**src/rtl/regspace_apb_master_if.sv**
```systemverilog
// Bundle of the command, APB and response signals of regspace_apb_master.
// The master modport is the requester's view; slave is the environment's view.
`timescale 1ns/1ps
interface regspace_apb_master_if #(
    parameter int ADDR_W = 16,
    parameter int DATA_W = 32
);
    logic                  req_vld;
    logic                  req_rdy;
    logic                  req_write;
    logic [ADDR_W-1:0]     req_addr;
    logic [DATA_W-1:0]     req_wdata;
    logic [DATA_W/8-1:0]   req_strb;
    logic [2:0]            req_prot;

    logic [ADDR_W-1:0]     p_addr;
    logic [2:0]            p_prot;
    logic                  p_sel;
    logic                  p_enable;
    logic                  p_write;
    logic [DATA_W-1:0]     p_wdata;
    logic [DATA_W/8-1:0]   p_strb;
    logic                  p_ready;
    logic [DATA_W-1:0]     p_rdata;
    logic                  p_slverr;

    logic                  rsp_vld;
    logic                  rsp_rdy;
    logic [DATA_W-1:0]     rsp_rdata;
    logic                  rsp_err;
    logic                  rsp_timeout;

    modport master (
        input  req_vld, req_write, req_addr, req_wdata, req_strb, req_prot,
        input  p_ready, p_rdata, p_slverr,
        input  rsp_rdy,
        output req_rdy,
        output p_addr, p_prot, p_sel, p_enable, p_write, p_wdata, p_strb,
        output rsp_vld, rsp_rdata, rsp_err, rsp_timeout
    );

    modport slave (
        output req_vld, req_write, req_addr, req_wdata, req_strb, req_prot,
        output p_ready, p_rdata, p_slverr,
        output rsp_rdy,
        input  req_rdy,
        input  p_addr, p_prot, p_sel, p_enable, p_write, p_wdata, p_strb,
        input  rsp_vld, rsp_rdata, rsp_err, rsp_timeout
    );
endinterface

```
**src/rtl/regspace_apb_master.sv**
```systemverilog
// APB4 requester: one command at a time through SETUP, ACCESS (with an
// optional hung-slave timeout) and a held response beat.
`timescale 1ns/1ps
module regspace_apb_master #(
    parameter int ADDR_W  = 16,
    parameter int DATA_W  = 32,
    parameter int TIMEOUT = 255
) (
    input  logic                 clk,
    input  logic                 rst_n,
    regspace_apb_master_if.master bus
);

    localparam int CNT_W = (TIMEOUT < 1) ? 1 : $clog2(TIMEOUT + 1);
    // Counter value seen in the last allowed ACCESS cycle without p_ready.
    localparam logic [CNT_W-1:0] CNT_LAST = CNT_W'((TIMEOUT > 0) ? TIMEOUT - 1 : 0);

    typedef enum logic [1:0] {
        IDLE,
        SETUP,
        ACCESS,
        RESP
    } state_t;

    state_t           state;
    logic [CNT_W-1:0] wait_cnt;

    assign bus.req_rdy = (state == IDLE);

    // NOTE: sequential state uses non-blocking assignments so every register
    // samples pre-edge values regardless of statement order.
    always_ff @(posedge clk or negedge rst_n) begin
        // NOTE: the datapath registers are reset too, so an aborted transfer
        // leaves no stale address or data visible on the bus.
        if (!rst_n) begin
            state           <= IDLE;
            wait_cnt        <= '0;
            bus.p_addr      <= '0;
            bus.p_prot      <= '0;
            bus.p_sel       <= 1'b0;
            bus.p_enable    <= 1'b0;
            bus.p_write     <= 1'b0;
            bus.p_wdata     <= '0;
            bus.p_strb      <= '0;
            bus.rsp_vld     <= 1'b0;
            bus.rsp_rdata   <= '0;
            bus.rsp_err     <= 1'b0;
            bus.rsp_timeout <= 1'b0;
        end else begin
            case (state)
                IDLE: begin
                    if (bus.req_vld) begin
                        bus.p_addr  <= bus.req_addr;
                        bus.p_prot  <= bus.req_prot;
                        bus.p_write <= bus.req_write;
                        bus.p_wdata <= bus.req_write ? bus.req_wdata : '0;
                        bus.p_strb  <= bus.req_write ? bus.req_strb  : '0;
                        bus.p_sel   <= 1'b1;
                        wait_cnt    <= '0;
                        state       <= SETUP;
                    end
                end
                SETUP: begin
                    bus.p_enable <= 1'b1;
                    state        <= ACCESS;
                end
                ACCESS: begin
                    // A ready slave wins over a timeout expiring in the same cycle.
                    if (bus.p_ready) begin
                        bus.p_sel       <= 1'b0;
                        bus.p_enable    <= 1'b0;
                        bus.rsp_vld     <= 1'b1;
                        bus.rsp_rdata   <= bus.p_write ? '0 : bus.p_rdata;
                        bus.rsp_err     <= bus.p_slverr;
                        bus.rsp_timeout <= 1'b0;
                        state           <= RESP;
                    end else if (TIMEOUT != 0 && wait_cnt == CNT_LAST) begin
                        bus.p_sel       <= 1'b0;
                        bus.p_enable    <= 1'b0;
                        bus.rsp_vld     <= 1'b1;
                        bus.rsp_rdata   <= '0;
                        bus.rsp_err     <= 1'b1;
                        bus.rsp_timeout <= 1'b1;
                        state           <= RESP;
                    end else begin
                        wait_cnt <= wait_cnt + CNT_W'(1);
                    end
                end
                RESP: begin
                    if (bus.rsp_rdy) begin
                        bus.rsp_vld <= 1'b0;
                        state       <= IDLE;
                    end
                end
                default: state <= IDLE;
            endcase
        end
    end

endmodule

```
**src/flat_wrapper.sv**
```systemverilog
// flat-port wrapper written by rule: the top's interface ports become plain ports
module regspace_apb_master_flat 
#(
    parameter int ADDR_W  = 16,
    parameter int DATA_W  = 32,
    parameter int TIMEOUT = 255
)
  (clk, rst_n, bus_req_vld, bus_req_write, bus_req_addr, bus_req_wdata, bus_req_strb, bus_req_prot, bus_p_ready, bus_p_rdata, bus_p_slverr, bus_rsp_rdy, bus_req_rdy, bus_p_addr, bus_p_prot, bus_p_sel, bus_p_enable, bus_p_write, bus_p_wdata, bus_p_strb, bus_rsp_vld, bus_rsp_rdata, bus_rsp_err, bus_rsp_timeout);
  regspace_apb_master_if #(.ADDR_W(ADDR_W), .DATA_W(DATA_W)) bus_i ();
  input  logic clk;
  input  logic rst_n;
  input wire logic [$bits(bus_i.req_vld)-1:0] bus_req_vld;
  input wire logic [$bits(bus_i.req_write)-1:0] bus_req_write;
  input wire logic [$bits(bus_i.req_addr)-1:0] bus_req_addr;
  input wire logic [$bits(bus_i.req_wdata)-1:0] bus_req_wdata;
  input wire logic [$bits(bus_i.req_strb)-1:0] bus_req_strb;
  input wire logic [$bits(bus_i.req_prot)-1:0] bus_req_prot;
  input wire logic [$bits(bus_i.p_ready)-1:0] bus_p_ready;
  input wire logic [$bits(bus_i.p_rdata)-1:0] bus_p_rdata;
  input wire logic [$bits(bus_i.p_slverr)-1:0] bus_p_slverr;
  input wire logic [$bits(bus_i.rsp_rdy)-1:0] bus_rsp_rdy;
  output wire logic [$bits(bus_i.req_rdy)-1:0] bus_req_rdy;
  output wire logic [$bits(bus_i.p_addr)-1:0] bus_p_addr;
  output wire logic [$bits(bus_i.p_prot)-1:0] bus_p_prot;
  output wire logic [$bits(bus_i.p_sel)-1:0] bus_p_sel;
  output wire logic [$bits(bus_i.p_enable)-1:0] bus_p_enable;
  output wire logic [$bits(bus_i.p_write)-1:0] bus_p_write;
  output wire logic [$bits(bus_i.p_wdata)-1:0] bus_p_wdata;
  output wire logic [$bits(bus_i.p_strb)-1:0] bus_p_strb;
  output wire logic [$bits(bus_i.rsp_vld)-1:0] bus_rsp_vld;
  output wire logic [$bits(bus_i.rsp_rdata)-1:0] bus_rsp_rdata;
  output wire logic [$bits(bus_i.rsp_err)-1:0] bus_rsp_err;
  output wire logic [$bits(bus_i.rsp_timeout)-1:0] bus_rsp_timeout;
  assign bus_i.req_vld = bus_req_vld;
  assign bus_i.req_write = bus_req_write;
  assign bus_i.req_addr = bus_req_addr;
  assign bus_i.req_wdata = bus_req_wdata;
  assign bus_i.req_strb = bus_req_strb;
  assign bus_i.req_prot = bus_req_prot;
  assign bus_i.p_ready = bus_p_ready;
  assign bus_i.p_rdata = bus_p_rdata;
  assign bus_i.p_slverr = bus_p_slverr;
  assign bus_i.rsp_rdy = bus_rsp_rdy;
  assign bus_req_rdy = bus_i.req_rdy;
  assign bus_p_addr = bus_i.p_addr;
  assign bus_p_prot = bus_i.p_prot;
  assign bus_p_sel = bus_i.p_sel;
  assign bus_p_enable = bus_i.p_enable;
  assign bus_p_write = bus_i.p_write;
  assign bus_p_wdata = bus_i.p_wdata;
  assign bus_p_strb = bus_i.p_strb;
  assign bus_rsp_vld = bus_i.rsp_vld;
  assign bus_rsp_rdata = bus_i.rsp_rdata;
  assign bus_rsp_err = bus_i.rsp_err;
  assign bus_rsp_timeout = bus_i.rsp_timeout;
  regspace_apb_master #(.ADDR_W(ADDR_W), .DATA_W(DATA_W), .TIMEOUT(TIMEOUT)) u_core (.clk(clk), .rst_n(rst_n), .bus(bus_i));
endmodule
```
**config.mk**
```make
export PLATFORM = sky130hd
export DESIGN_NAME = regspace_apb_master_flat
export DESIGN_NICKNAME = d
export VERILOG_FILES = /design/src/rtl/regspace_apb_master_if.sv /design/src/rtl/regspace_apb_master.sv /design/src/flat_wrapper.sv
export SDC_FILE = /design/constraint.sdc
export NUM_CORES = 1
export LEC_CHECK = 0
export ABC_CLOCK_PERIOD_IN_PS = 3450
export CELL_PAD_IN_SITES_DETAIL_PLACEMENT = 2
export CELL_PAD_IN_SITES_GLOBAL_PLACEMENT = 2
export CORE_ASPECT_RATIO = 0.6
export CORE_UTILIZATION = 27
export DETAILED_ROUTE_END_ITERATION = 7
export PLACE_DENSITY = 0.94
export SYNTH_ARGS = -nofsm -noshare
export SYNTH_HDL_FRONTEND = slang
export SYNTH_SLANG_ARGS = --single-unit
```
**constraint.sdc**
```tcl
create_clock -name clk -period 3.45 [get_ports clk]
set_input_delay 0.8625 -clock clk [delete_from_list [all_inputs] [get_ports clk]]
set_output_delay 0.8625 -clock clk [all_outputs]
set_load 0.01 [all_outputs]
```
After elaboration in Yosys (flattened, before gate mapping)
Index checks and enable logic that the tools add are counted.
{"block": "totals", "output_inout_bits": 94, "regBits": 103, "inputBits": 94, "word_cells": 60}
{"block": "classes", "n_mux": 25, "reduce_logical": 12, "n_addsub": 1, "eq_ne": 9}
{"operator": "$mux 32", "count": 4}
{"operator": "$mux 8", "count": 3}
{"operator": "$pmux 8 s2", "count": 1}
{"operator": "$reduce_and 3->1", "count": 3}
{"operator": "$add 8x1->8 const B", "count": 1}
{"operator": "$eq 8x8->1 const B", "count": 1}
{"operator": "$mux 1", "count": 8}
{"operator": "$mux 2", "count": 4}
{"operator": "$ne 2x2->1 const B", "count": 4}
{"operator": "$pmux 2 s4", "count": 1}
{"operator": "$reduce_bool 2->1", "count": 4}
{"operator": "$pmux 1 s2", "count": 3}
{"operator": "$reduce_and 2->1", "count": 3}
{"operator": "$eq 2x2->1 const B", "count": 2}
{"operator": "$mux 4", "count": 1}
{"operator": "$reduce_and 4->1", "count": 1}
{"operator": "$ne 3x2->1 const B", "count": 1}
{"operator": "$eq 2x1->1 const B", "count": 1}
{"operator": "$logic_not 2->1", "count": 1}

Depth between registers and ports, before layout
{"block": "logic_depth", "ltp_word": 4, "depth_mapped": 8, "depth_no_buf": 6}

Worst setup path before layout
OpenSTA, ideal clock, no wires.
{"block": "synth_timing", "path_type": "in2reg", "from": "input port bus_p_ready", "to": "register u_core.wait_cnt[2]", "setup_slack_ns": 1.629, "required_time_ns": 3.323, "stages": 4, "t_arrival_ns": 1.695, "setup_time_ns": 0.127, "n_path_buf": 1, "cell_sequence": "buf_2 -> nand2b_1 -> o211a_1 -> a221o_2"}
{"block": "synth_via", "elab_chain_len": 2}
{"item": "start: declaration", "line_no": "flat_wrapper.sv:18", "text": "input wire logic [$bits(bus_i.p_ready)-1:0] bus_p_ready;"}
{"item": "$ne 2x2->1 (no source line)"}
{"item": "$reduce_and 4->1 (no source line)"}
{"item": "end signal: assignment", "line_no": "regspace_apb_master.sv:86", "text": "wait_cnt <= wait_cnt + CNT_W'(1);"}
{"item": "end: declaration", "line_no": "regspace_apb_master.sv:26", "text": "logic [CNT_W-1:0] wait_cnt;"}
No other way between the ends.
A chain may end at the register's enable or synchronous reset.

Worst setup path in the final report
{"block": "layout_timing", "from": "register u_core.state[0]", "to": "output port bus_req_rdy"}
{"block": "layout_via", "elab_chain_len": 1}
{"item": "start: declaration", "line_no": "regspace_apb_master.sv:25", "text": "state_t state;"}
{"item": "start signal: assignment", "line_no": "regspace_apb_master.sv:36", "text": "state <= IDLE;"}
{"item": "start signal: assignment", "line_no": "regspace_apb_master.sv:60", "text": "state <= SETUP;"}
{"item": "start signal: assignment", "line_no": "regspace_apb_master.sv:65", "text": "state <= ACCESS;"}
{"item": "$logic_not 2->1", "line_no": "regspace_apb_master.sv:28", "text": "assign bus.req_rdy = (state == IDLE);"}
{"item": "end: declaration", "line_no": "flat_wrapper.sv:22", "text": "output wire logic [$bits(bus_i.req_rdy)-1:0] bus_req_rdy;"}
No other way between the ends.

==> out/results.tsv <==
stage	metric	value	unit
run_status	status	completed	
worst_setup_path	critPathRequiredTime	2.59	ns
synth	async_reset_ff_share	100	%
timing	slew_headroom	45.5	%
timing	max_slew.worst_pin.slew	0.818	ns
synth	synth.cell_area	4240	um^2
power	leakage_power	2.89	nW
clock_network	root_buffer_selected_by_cts	sky130_fd_sc_hd__clkbuf_16	
drt	drc_errors	0	
timing	timing_hold_violations_final	0	
synth	synthesis.nets	475	
cells_and_area	antenna_cells	0	
cells_and_area	multi_input_area	1520	um^2
synth	syn_inst	376	
cells_and_area	area_growth_syn_to_layout	56.3	%
cells_and_area	post_layout_nonfiller_instances	761	
worst_setup_path	critical_path_end_type	primary output	
timing	totalNegativeSetupSlack	0	ns
timing	rsz_0062_raised_after_global_routing	no	
die	ios	188	
global_route	globalRouteTotalUtil	18.2	%
job	max_cap_violations	0	
synth	proportion_of_netlist_area_held_by_the_largest_area_contributor	60.8	%
clock_network	cts.htree.levels	3	
placed_design	globalplace.congestion	0.793	
global_route	grt_max_degree	64	
synth	synth_top_cell_by_area	sky130_fd_sc_hd__dfrtp_1	
clock_network	postCtsResizedCells	0	
clock_network	hold_fix_buffer_count_after_cts	0	
cells_and_area	num-nets-final	654	
die	die_w	164	um
synth	synth.lib_cells_used.distinct	40	
drt	drt_iter0_markers	137	
clock_network	tritoncts_num_sinks	103	
synth	ys.warnings.count	0	
global_route	antenna_found_initial	0	
synth	synth_enable_flop_cells	0	
timing	setup_viol_count_final	0	
power	areal_power_density_over_the_cells	831	nW/um^2
drt	detail_route.wl_per_cell	18.9	um
timing	slew_violations	0	
power	max-vdd-ir-drop	0.000331	V
clock_network	worstSkewPairLatency	0.33	ns
hold_path	hold_class	flop to flop	
die	core-area	15300	um^2
global_route	global_route.overflow_total	0	
synth	synthTopCellsByArea	sky130_fd_sc_hd__dfrtp_1 (61%), sky130_fd_sc_hd__nand2_1 (7.3%), sky130_fd_sc_hd__a22o_1 (6.2%), sky130_fd_sc_hd__mux2_2 (5.3%), sky130_fd_sc_hd__o21ai_0 (4.7%)	
global_route	via_count_of_the_first_global_routing_pass	4146	
die	dieArea	16200	um^2
die	die_height	99.1	um
global_route	grt_pass1_wl	22700	um
cells_and_area	final_common_cell	sky130_fd_sc_hd__clkdlybuf4s50_1	
timing	final_period_utilization	75.1	%
worst_setup_path	crit_path_cell_trace	inv_1 -> ha_1 -> clkdlybuf4s50_1	
synth	dominantRegCellSynth	sky130_fd_sc_hd__dfrtp_1	
clock_network	cts-root-to-sink-buffers	2	
cells_and_area	post-route-cell-area	6630	um^2
worst_setup_path	worst-setup-path-type	flop to primary output	
die	fp-row-count	35	
timing	worst_clock_skew	0.00717	ns
placed_design	post-dp-hpwl	10800	um
synth	ys_ff_latch	103	
worst_setup_path	worstPathArrival	1.73	ns
drt	antenna_violating_nets_post_route	0	
drt	detailroute.via_count	3643	
die	initial_utilization	27.7	%
clock_network	cts.reportedPaths.clkPinSlew	0.07	ns
cells_and_area	nFillCells	1576	
placed_design	place_inst	747	
cells_and_area	final_cell_mix	sky130_fd_sc_hd__clkdlybuf4s50_1 (186), sky130_fd_sc_hd__dfrtp_1 (103), sky130_fd_sc_hd__nand2_1 (81)	
timing	fmax	386	MHz
drt	drt-vias-per-instance	4.79	
clock_network	post-cts-setup-buffers	0	
placed_design	placedInstanceArea	6300	um^2
synth	synthesis.area_per_instance	11.3	um^2
clock_network	cts_buffers	9	
worst_setup_path	path_delay_family	buffers and inverters	
cells_and_area	drive_above_1_share	8.42	%
worst_setup_path	worst-path-buf-inv	2	
cells_and_area	seqCellArea	2580	um^2
worst_setup_path	critPathMaxStageDelay	0.59	ns
worst_setup_path	critical_path.slowest_cell	sky130_fd_sc_hd__clkdlybuf4s50_1	
clock_network	tritoncts	done	
drt	drt_pass1_iterations	4	
timing	final_period_minus_worst_setup_slack	2.59	ns
worst_setup_path	cp-start-kind	flop	
synth	synth_sequential_area_ratio	60.8	%
drt	wl	14400	um
placed_design	io_buffers	187	
worst_setup_path	cp_max_fo	7	
[worst paths after layout]
kind | start | depth (start not counted) | to | slack, ns
min in group asynchronous | rst_n | 1 | u_core.bus.p_addr[6]$_DFFE_PN0P_ | 0.61
max | u_core.state[0]$_DFFE_PN0P_ | 3 | bus_req_rdy | 0.86
max in group asynchronous | rst_n | 2 | u_core.bus.p_wdata[1]$_DFFE_PN0P_ | 2.08
max reg2reg | u_core.state[0]$_DFFE_PN0P_ | 4 | u_core.wait_cnt[2]$_DFFE_PN0P_ | 1.35
min | u_core.bus.rsp_rdata[28]$_DFFE_PN0P_ | 1 | u_core.bus.rsp_rdata[28]$_DFFE_PN0P_ | 0.48
min reg2reg | u_core.bus.rsp_rdata[28]$_DFFE_PN0P_ | 1 | u_core.bus.rsp_rdata[28]$_DFFE_PN0P_ | 0.48
[layout make-up]
class                   instances  share of cell area (%)
clock buffers                   9                    3.40
inverters                       5                   0.283
well taps                     203                    3.83
clock inverters                 5                    1.60
flip-flops and latches        103                    38.9
repair buffers                192                    29.1
multi-input cells             244                    22.9
[where the power goes]
part	internal (mW)	total, mW	switching [mW]
logic	1.30	2.36	1.06
registers	1.69	2.00	0.312
clock network	0.704	1.15	0.446
[per-stage QoR]
| stage | utilization, % | setup slack [ns] | power [mW] | hold slack (ns) |
|---|---|---|---|---|
| 6_report | 43.3 | 0.860 | 5.51 | 0.477 |
| 5_1_grt | 43.3 | 0.757 | 5.87 | 0.508 |
| 4_1_cts | 43.3 | 0.824 | 5.60 | 0.484 |
| 3_5_place_dp | 41.1 | 0.719 | 4.41 | 0.468 |
| 3_3_place_gp | 41.1 | 0.867 | 4.23 | 0.460 |
| 2_1_floorplan | - | 1.63 | 3.00 | 0.511 |
[sequential cells by signal, summed over array words and instances (netlist names), 2 cells and up]
name / cells
u_core.bus.p_prot: 3
u_core.bus.p_wdata: 32
u_core.bus.p_strb: 4
u_core.bus.rsp_rdata: 32
u_core.wait_cnt: 8
u_core.bus.p_addr: 16
u_core.state: 2
[worst register-to-register path, delay by kind of cell (launching register included)]
kind	cells	cell delay [ns]
AOI/OAI and AO/OA	2	0.84
adders and majority gates	1	0.64
DFF	1	0.40
buffers and inverters	1	0.09
[cell families (layout without fill, tap and decap cells)]
logic type               after synthesis  in the layout  share of synthesized area, %
flip-flops                           103            103                          60.8
buffers and inverters                 29            211                          3.51
AO/OA/AOI/OAI                         95             95                          15.4
AND/OR/NAND/NOR                      123            123                          13.3
adder cells (fa/ha/maj)                5              5                          1.47
multiplexers                          21             21                          5.55
[cell usage after synthesis, types with 5 or more instances]
master                     instances
sky130_fd_sc_hd__dfrtp_1         103
sky130_fd_sc_hd__nand2_1          82
sky130_fd_sc_hd__o21ai_0          40
sky130_fd_sc_hd__a22o_1           30
sky130_fd_sc_hd__mux2_2           20
sky130_fd_sc_hd__clkbuf_1         10
sky130_fd_sc_hd__nand3_1           9
sky130_fd_sc_hd__nor2_1            9
sky130_fd_sc_hd__buf_2             8
sky130_fd_sc_hd__a21oi_1           7
sky130_fd_sc_hd__a21o_1            5
sky130_fd_sc_hd__and4b_1           5
sky130_fd_sc_hd__ha_1              5
sky130_fd_sc_hd__inv_1             5
[layer usage]
| metal | track usage, % | share of wire [%] | vias up |
|---|---|---|---|
| li1 | - | - | 1665 |
| met1 | 22.4 | 44 | 1832 |
| met2 | 30.0 | 47 | 132 |
| met3 | 7.28 | 9.1 | 14 |
| met4 | 3.56 | 0.86 | 0 |
| met5 | 0 | 0 | - |
(Power assumes the default switching activity.)
